===== src/rtl/hazard_controller.sv =====
// Pipeline sequencer: operand forwarding, load-use detection, flush and
// multi-cycle sequencing, and the stall/flush/hold controls for fetch/decode/execute.
module hazard_controller #(
  parameter int unsigned FLUSH_EXTRA = 1,
  parameter int unsigned MC_TIMEOUT  = 64,
  parameter int unsigned CNT_W       = 32
) (
  input  logic             clk_i,
  input  logic             rst_i,
  input  logic [4:0]       decode_rs1_addr_i,
  input  logic [4:0]       decode_rs2_addr_i,
  input  logic             decode_uses_rs1_i,
  input  logic             decode_uses_rs2_i,
  input  logic [4:0]       exec_rs1_addr_i,
  input  logic [4:0]       exec_rs2_addr_i,
  input  logic [4:0]       exec_rd_addr_i,
  input  logic             exec_mem_read_i,
  input  logic             exec_flush_i,
  input  logic             exec_mc_start_i,
  input  logic             exec_mc_done_i,
  input  logic [4:0]       mem_rd_addr_i,
  input  logic             mem_reg_write_i,
  input  logic [4:0]       wb_rd_addr_i,
  input  logic             wb_reg_write_i,
  input  logic             mem_ready_i,
  output logic [1:0]       fwd_rs1_sel_o,
  output logic [1:0]       fwd_rs2_sel_o,
  output logic             fetch_stall_o,
  output logic             decode_stall_o,
  output logic             decode_flush_o,
  output logic             exec_bubble_o,
  output logic             exec_hold_o,
  output logic             mc_error_o,
  output logic [CNT_W-1:0] stall_count_o
);

  localparam int unsigned MC_W = $clog2(MC_TIMEOUT + 1);

  typedef enum logic [1:0] {RUN, FLUSH, MC_WAIT} state_e;

  state_e           state_q, state_d;
  logic [2:0]       flush_cnt_q, flush_cnt_d;
  logic [MC_W-1:0]  mc_cnt_q, mc_cnt_d;
  logic             mc_error_q, mc_error_d;
  logic [CNT_W-1:0] stall_cnt_q, stall_cnt_d;
  logic             load_use;

  function automatic logic [1:0] fwd_sel(input logic [4:0] rs,
                                         input logic mem_we, input logic [4:0] mem_rd,
                                         input logic wb_we, input logic [4:0] wb_rd);
    if (mem_we && (mem_rd != 5'd0) && (mem_rd == rs)) return 2'b01;
    if (wb_we && (wb_rd != 5'd0) && (wb_rd == rs)) return 2'b10;
    return 2'b00;
  endfunction

  assign load_use = exec_mem_read_i && (exec_rd_addr_i != 5'd0) &&
                    ((decode_uses_rs1_i && (decode_rs1_addr_i == exec_rd_addr_i)) ||
                     (decode_uses_rs2_i && (decode_rs2_addr_i == exec_rd_addr_i)));

  always_comb begin
    state_d        = state_q;
    flush_cnt_d    = flush_cnt_q;
    mc_cnt_d       = mc_cnt_q;
    mc_error_d     = mc_error_q;
    fwd_rs1_sel_o  = 2'b00;
    fwd_rs2_sel_o  = 2'b00;
    fetch_stall_o  = 1'b0;
    decode_stall_o = 1'b0;
    decode_flush_o = 1'b0;
    exec_bubble_o  = 1'b0;
    exec_hold_o    = 1'b0;

    if (!rst_i) begin
      fwd_rs1_sel_o = fwd_sel(exec_rs1_addr_i, mem_reg_write_i, mem_rd_addr_i,
                              wb_reg_write_i, wb_rd_addr_i);
      fwd_rs2_sel_o = fwd_sel(exec_rs2_addr_i, mem_reg_write_i, mem_rd_addr_i,
                              wb_reg_write_i, wb_rd_addr_i);
      // Memory back-pressure overrides everything and freezes the sequencer.
      if (!mem_ready_i) begin
        fetch_stall_o  = 1'b1;
        decode_stall_o = 1'b1;
        exec_hold_o    = 1'b1;
      end else begin
        unique case (state_q)
          RUN: begin
            if (exec_flush_i) begin
              decode_flush_o = 1'b1;
              exec_bubble_o  = 1'b1;
              if (FLUSH_EXTRA > 0) begin
                state_d     = FLUSH;
                flush_cnt_d = 3'(FLUSH_EXTRA);
              end
            end else if (exec_mc_start_i) begin
              fetch_stall_o  = 1'b1;
              decode_stall_o = 1'b1;
              exec_hold_o    = 1'b1;
              state_d        = MC_WAIT;
              mc_cnt_d       = '0;
            end else if (load_use) begin
              fetch_stall_o  = 1'b1;
              decode_stall_o = 1'b1;
              exec_bubble_o  = 1'b1;
            end
          end
          FLUSH: begin
            decode_flush_o = 1'b1;
            exec_bubble_o  = 1'b1;
            if (exec_flush_i) flush_cnt_d = 3'(FLUSH_EXTRA);
            else if (flush_cnt_q <= 3'd1) state_d = RUN;
            else flush_cnt_d = flush_cnt_q - 3'd1;
          end
          MC_WAIT: begin
            mc_cnt_d = mc_cnt_q + 1'b1;
            // The MC_TIMEOUT-th wait cycle is the abort cycle: stalls drop there.
            if (exec_mc_done_i) begin
              state_d = RUN;
            end else if (mc_cnt_q == MC_W'(MC_TIMEOUT - 1)) begin
              state_d    = RUN;
              mc_error_d = 1'b1;
            end else begin
              fetch_stall_o  = 1'b1;
              decode_stall_o = 1'b1;
              exec_hold_o    = 1'b1;
            end
          end
          default: state_d = RUN;
        endcase
      end
    end

    stall_cnt_d = stall_cnt_q;
    if (fetch_stall_o && (stall_cnt_q != '1)) stall_cnt_d = stall_cnt_q + 1'b1;
  end

  always_ff @(posedge clk_i) begin
    if (rst_i) begin
      state_q     <= RUN;
      flush_cnt_q <= '0;
      mc_cnt_q    <= '0;
      mc_error_q  <= 1'b0;
      stall_cnt_q <= '0;
    end else begin
      state_q     <= state_d;
      flush_cnt_q <= flush_cnt_d;
      mc_cnt_q    <= mc_cnt_d;
      mc_error_q  <= mc_error_d;
      stall_cnt_q <= stall_cnt_d;
    end
  end

  assign mc_error_o    = mc_error_q;
  assign stall_count_o = stall_cnt_q;

endmodule


===== config.mk =====
export PLATFORM = sky130hd
export DESIGN_NAME = hazard_controller
export DESIGN_NICKNAME = d
export VERILOG_FILES = /design/src/rtl/hazard_controller.sv
export SDC_FILE = /design/constraint.sdc
export NUM_CORES = 1
export LEC_CHECK = 0
export CAP_MARGIN = 20
export CORE_MARGIN = 4
export CORE_UTILIZATION = 43
export DETAILED_ROUTE_END_ITERATION = 8
export HOLD_SLACK_MARGIN = 0.03
export PLACE_DENSITY = 0.77
export SYNTH_ARGS = -nofsm -noshare
export SYNTH_HDL_FRONTEND = slang
export SYNTH_SLANG_ARGS = --single-unit

===== constraint.sdc =====
create_clock -name clk_i -period 2.3 [get_ports clk_i]
set_clock_uncertainty 0.1 [all_clocks]
set_input_delay 0.23 -clock clk_i [delete_from_list [all_inputs] [get_ports clk_i]]
set_output_delay 0.23 -clock clk_i [all_outputs]
set_load 0.005 [all_outputs]

Word-level counts from Yosys, hierarchy flattened --
Index checks and enable logic that the tools add are counted.
Operators by class: add/subtract/negate cells 3, $lt $le $gt $ge 1, equality and inequality tests 18, multiplexer cells 56, bitwise gates (word level) 1, reductions and logical operators 22
Operators by type and width (count):
- $add 32x1->32 const B | 1
- $mux 2 | 16
- $ne 32x32->1 const B | 1
- $eq 5x5->1 | 6
- $mux 1 | 28
- $reduce_bool 5->1 | 3
- $mux 7 | 2
- $pmux 7 s2 | 1
- $reduce_and 4->1 | 3
- $logic_and 1x1->1 | 11
- $ne 2x2->1 const B | 5
- $mux 3 | 3
- $ne 3x3->1 const B | 3
- $pmux 1 s2 | 4
- $add 7x1->7 const B | 1
- $eq 7x6->1 const B | 1
- $pmux 2 s3 | 1
- $pmux 3 s2 | 1
- $reduce_and 5->1 | 1
- $reduce_bool 2->1 | 2
- $le 3x1->1 const B | 1
- $sub 3x1->3 const B | 1
- $eq 2x1->1 const B | 1
- $eq 2x2->1 const B | 1
- 3 further kinds | 3
Storage, ports and cells: flip-flop bits (word level) 45, input port bits 46, output and inout bits 42, word-level logic and storage cells 106

Logic depth before layout (Yosys ltp) --
depth after elaboration 11, mapped depth 9, mapped depth without buffers 8

Worst setup path after synthesis --
Ideal clock, no wire load.
kind register to register, start register mc_cnt_q[0], end register stall_cnt_q[14] (netlist: stall_count_o[14]), setup time 115 ps, data arrival time 1942 ps, required time 2085 ps, setup slack 143 ps, stages on the path, launching flop included 10, path buffers 2, clock period less this slack 2157 ps, cells stage by stage dfxtp_1 ha_1 nand3_1 o31ai_2 a31oi_4 a41oi_4 buf_2 buf_2 nor3_1 o21a_1
Between the ends: word-level cells in the longest chain between the ends 7
RTL lines:
- start, declared | line 43 | logic [MC_W-1:0] mc_cnt_q, mc_cnt_d;
- start signal, assigned | line 145 | mc_cnt_q <= mc_cnt_d;
- $eq 7x6->1 | line 117 | end else if (mc_cnt_q == MC_W'(MC_TIMEOUT - 1)) begin
- $mux 1 | line 117
- $mux 1 | line 115 | if (exec_mc_done_i) begin
- $pmux 1 s2 | line 84 | unique case (state_q)
- $mux 1 | line 79 | if (!mem_ready_i) begin
- $mux 1 | line 73 | if (!rst_i) begin
- $logic_and 1x1->1 | line 132 | if (fetch_stall_o && (stall_cnt_q != '1)) stall_cnt_d = stall_cnt_q + 1'b1;
- end signal, assigned | line 147 | stall_cnt_q <= stall_cnt_d;
- end, declared | line 45 | logic [CNT_W-1:0] stall_cnt_q, stall_cnt_d;
Every way passes these cells. A chain may end at the register's enable or synchronous reset.

Final worst setup path --
start input port decode_rs2_addr_i[2], end register stall_cnt_q[13] (netlist: stall_count_o[13])
Between the ends: word-level cells in the longest chain between the ends 11
RTL lines:
- start, declared | line 11 | input logic [4:0] decode_rs2_addr_i,
- $eq 5x5->1 | line 58 | (decode_uses_rs2_i && (decode_rs2_addr_i == exec_rd_addr_i)));
- $logic_and 1x1->1 | line 58
- $logic_or 1x1->1 | line 57 | ((decode_uses_rs1_i && (decode_rs1_addr_i == exec_rd_addr_i)) ||
- $logic_and 1x1->1 | line 56 | assign load_use = exec_mem_read_i && (exec_rd_addr_i != 5'd0) &&
- $mux 1 | line 99 | end else if (load_use) begin
- $mux 1 | line 93 | end else if (exec_mc_start_i) begin
- $mux 1 | line 86 | if (exec_flush_i) begin
- $pmux 1 s2 | line 84
- $mux 1 | line 79
- $mux 1 | line 73
- $logic_and 1x1->1 | line 132
Every way passes these cells.

==> metrics.txt <==
Synth Warn # 0; Slew Viols, Final 0; Final Core Density about 72%; P per Cell Area 415 mW/mm2; status complete, no violations; Worst Setup End Kind register; H-Tree Depth 2; Area growth syn-to-layout 61.3%; vias ~3,400; Sw Ratio about a quarter; vias per cell around 5.9; Buffers on Ports 87; R2R Setup Slk around 0.11 ns; Starting Density ~45%; Tot Pwr between 1500 and 2000 uW; CTS root buf clkbuf_8; register area share after synthesis between 30% and 40%; worst-margin pin slew roughly 0.37 ns; Pleak 0.00181 uW; Mapped Cells between 300 and 400; area of the multi-input gates about 0.002 mm2; post-route minimum period between 2 and 2.5 ns; Iteration-0 DRC Markers approximately 160; total grt overflow 0; Finished Cell Area between 0.004 and 0.005 mm2; most area-consuming cells after synthesis dfxtp_1 (31%), xnor2_1 (7.0%), a21oi_1 (4.2%), nand3_1 (4.2%), or4_1 (3.9%); Die Wd about 90 um; Final Hold Fails 0; Setup TNS 0 ns; CTS tree yes; power share of the clock group 37.2%; Gate power share a little over a fifth; Required @ worst endpoint approximately 2.4 ns; Synth Area in Adders ~1.3%; Max-slew headroom between 70% and 80%; placed cell areas between 0.004 and 0.005 mm2; sequential share of power roughly two fifths; Clock transition at path regs approximately 0.09 ns; Hold Slack 0.390 ns; Simple-Gate Fraction of Synth Area a little under a third; final routed DRC violation total 0; largest family of logic cells by synthesized area simple AND/OR/NAND/NOR gates; EDFF count, synth 0; period utilization a little over nine tenths; arrival time worst endpoint between 2 and 2.5 ns; largest net degree at the start of global routing 27; FF/Latch Area around 910 um2; syn_area_per_cell around 8.2 um2; row cnt 29; CTS max path bufs 2; DR WL/cell between 15 and 20 um; Setup violations, final 0; total CTS buffers 5; RSZ-0062 raised after global routing yes; DP Wirelength roughly 6400 um; global placement routability congestion ~0.89; top_reg_cell synth dfxtp_1; synth unique cells 49; Die ar. roughly 0.008 mm2; first-pass GRT wire length approximately 14,000 um; Compound-Gate Fraction of Synth Area approximately 18%; number of global-route vias before repair 3,112; mux cell area share after synthesis 1.83%; highest clock rate ~440 MHz; Syn Nets roughly 400; Worst VDD drop approximately 240 uV; CP Class input port to register; share of cells above drive strength 1 between 20% and 30%; synthesized area between 0.002 and 0.003 mm2; number of top-level pins 88; Detailed Route WL about 9700 um; DRT Pass-1 Iters 5; Max FO, Critical Path 8; initial antenna violation count 0; worst-skew pair later-pin latency approximately 0.31 ns; Die Span Y 89.7 um; startpoint class of the critical path input port; fin nets approximately 540; Hold WC Path Type register to register; flop and latch count out of synthesis between 40 and 50; Post-DRT Antenna Nets 0; GRT Total Usage 22.3%; max_cap viols 0; ant diodes 0; top cell type's share of synthesized area about a third; Internal between 1000 and 1500 uW; fill count about 470; post-synth top area cell dfxtp_1; core area 0.00642 mm2; xor/xnor share of the synthesized area between 10% and 20%; Switch Pwr 473 uW; CTS sink cnt 45; ys async rst share 0%
[sequential cells by signal (all words and copies together), names as in the netlist]
signal	flops
state_q	2
mc_cnt_q	7
stall_count_o	32
flush_cnt_q	3
mc_error_o	1
[synthesized netlist by cell type, types with 2 or more instances]
| master | count |
|---|---|
| o21ai_0 | 14 |
| or4_1 | 15 |
| buf_2 | 4 |
| buf_6 | 2 |
| nor4_4 | 2 |
| buf_4 | 5 |
| or2_2 | 3 |
| xor2_1 | 12 |
| nand3_1 | 24 |
| o31a_1 | 4 |
| o311ai_0 | 5 |
| or3_1 | 12 |
| mux2i_1 | 3 |
| and3_1 | 5 |
| nand2_1 | 25 |
| ha_1 | 3 |
| o21a_1 | 7 |
| inv_1 | 8 |
| a21oi_1 | 24 |
| nor2b_1 | 6 |
| clkbuf_1 | 8 |
| mux2_2 | 2 |
| nand4_1 | 13 |
| xnor2_1 | 23 |
| o31ai_1 | 8 |
| nor2_1 | 25 |
| o41ai_1 | 4 |
| dfxtp_1 | 45 |
| nor3_1 | 8 |
| nor4_1 | 11 |
[through the flow]
step,worst slack [ns],cells
6_report,0.0360,571
3_3_place_gp,-0.426,547
5_1_grt,-0.0325,571
2_1_floorplan,0.143,349
3_5_place_dp,-0.576,547
4_1_cts,0.00552,563
[routing by layer]
metal  vias up  track usage [%]  share of wire (%)
met5         -                0                  0
met4         0             7.17                2.3
met3        20             5.84                7.8
met2       141             39.0                 51
met1      1623             26.6                 39
li1       1586                -                  -
[power by group through the flow]
stage | sequential [uW] | clock (uW) | combinational [uW]
global route | 797 | 751 | 438
finish | 796 | 714 | 408
detailed placement | 812 | 0 | 348
floorplan | 811 | 0 | 152
CTS | 796 | 715 | 373
global placement | 811 | 0 | 337
[placed cells by master (no fill, tap or decap), drive strengths merged, types with 15 or more instances in the layout]
cell type / netlist / routed
a21oi: 24 / 24
xnor2: 23 / 23
clkdlybuf4s50: 0 / 64
buf: 11 / 69
or4: 15 / 15
nand3: 24 / 24
dfxtp: 45 / 45
nor2: 26 / 26
nand2: 26 / 26
o21ai: 15 / 15
[path summary, 6_finish.rpt]
| path | start | to | cells past startpoint |
|---|---|---|---|
| worst max-delay path | decode_rs2_addr_i[2] | stall_count_o[13] | 11 |
| worst min-delay path | mc_error_o | mc_error_o | 2 |
| worst max register to register | mc_cnt_q[1] | stall_count_o[20] | 10 |
| worst min register to register | mc_error_o | mc_error_o | 2 |
[kinds of logic (layout without fill, tap and decap cells)]
| family | count (synthesis) | after routing |
|---|---|---|
| AO/OA/AOI/OAI | 76 | 76 |
| XOR/XNOR | 35 | 35 |
| adder cells (fa/ha/maj) | 3 | 3 |
| buffers and inverters | 27 | 172 |
| flip-flops | 45 | 45 |
| multiplexers | 5 | 5 |
| AND/OR/NAND/NOR | 158 | 158 |
[worst max-delay path: stages]
cell             delay, ns
clkdlybuf4s50_1       0.47
xnor2_1               0.13
nand4_1               0.14
o22ai_2               0.16
buf_4                 0.14
a41oi_4               0.13
buf_6                 0.19
buf_12                0.14
buf_4                 0.14
or3_1                 0.38
a21oi_2               0.16
[area by class of cell]
type                            count  area share, %
Tap cell                           77           2.08
Sequential cell                    45           19.6
Timing Repair Buffer              156           31.6
Inverter                            8          0.649
Clock inverter                      3           1.41
Multi-Input combinational cell    277           43.2
Clock buffer                        5           1.49
[what timing repair did]
item / in CTS / in global routing
setup endpoints to repair: 20 / 25
buffers inserted: 8 / 6
gates cloned: 0 / 2
resized for setup: 47 / 35
hold buffers: 0 / 0
pin swaps: 13 / 22
(Power assumes the default switching activity.)
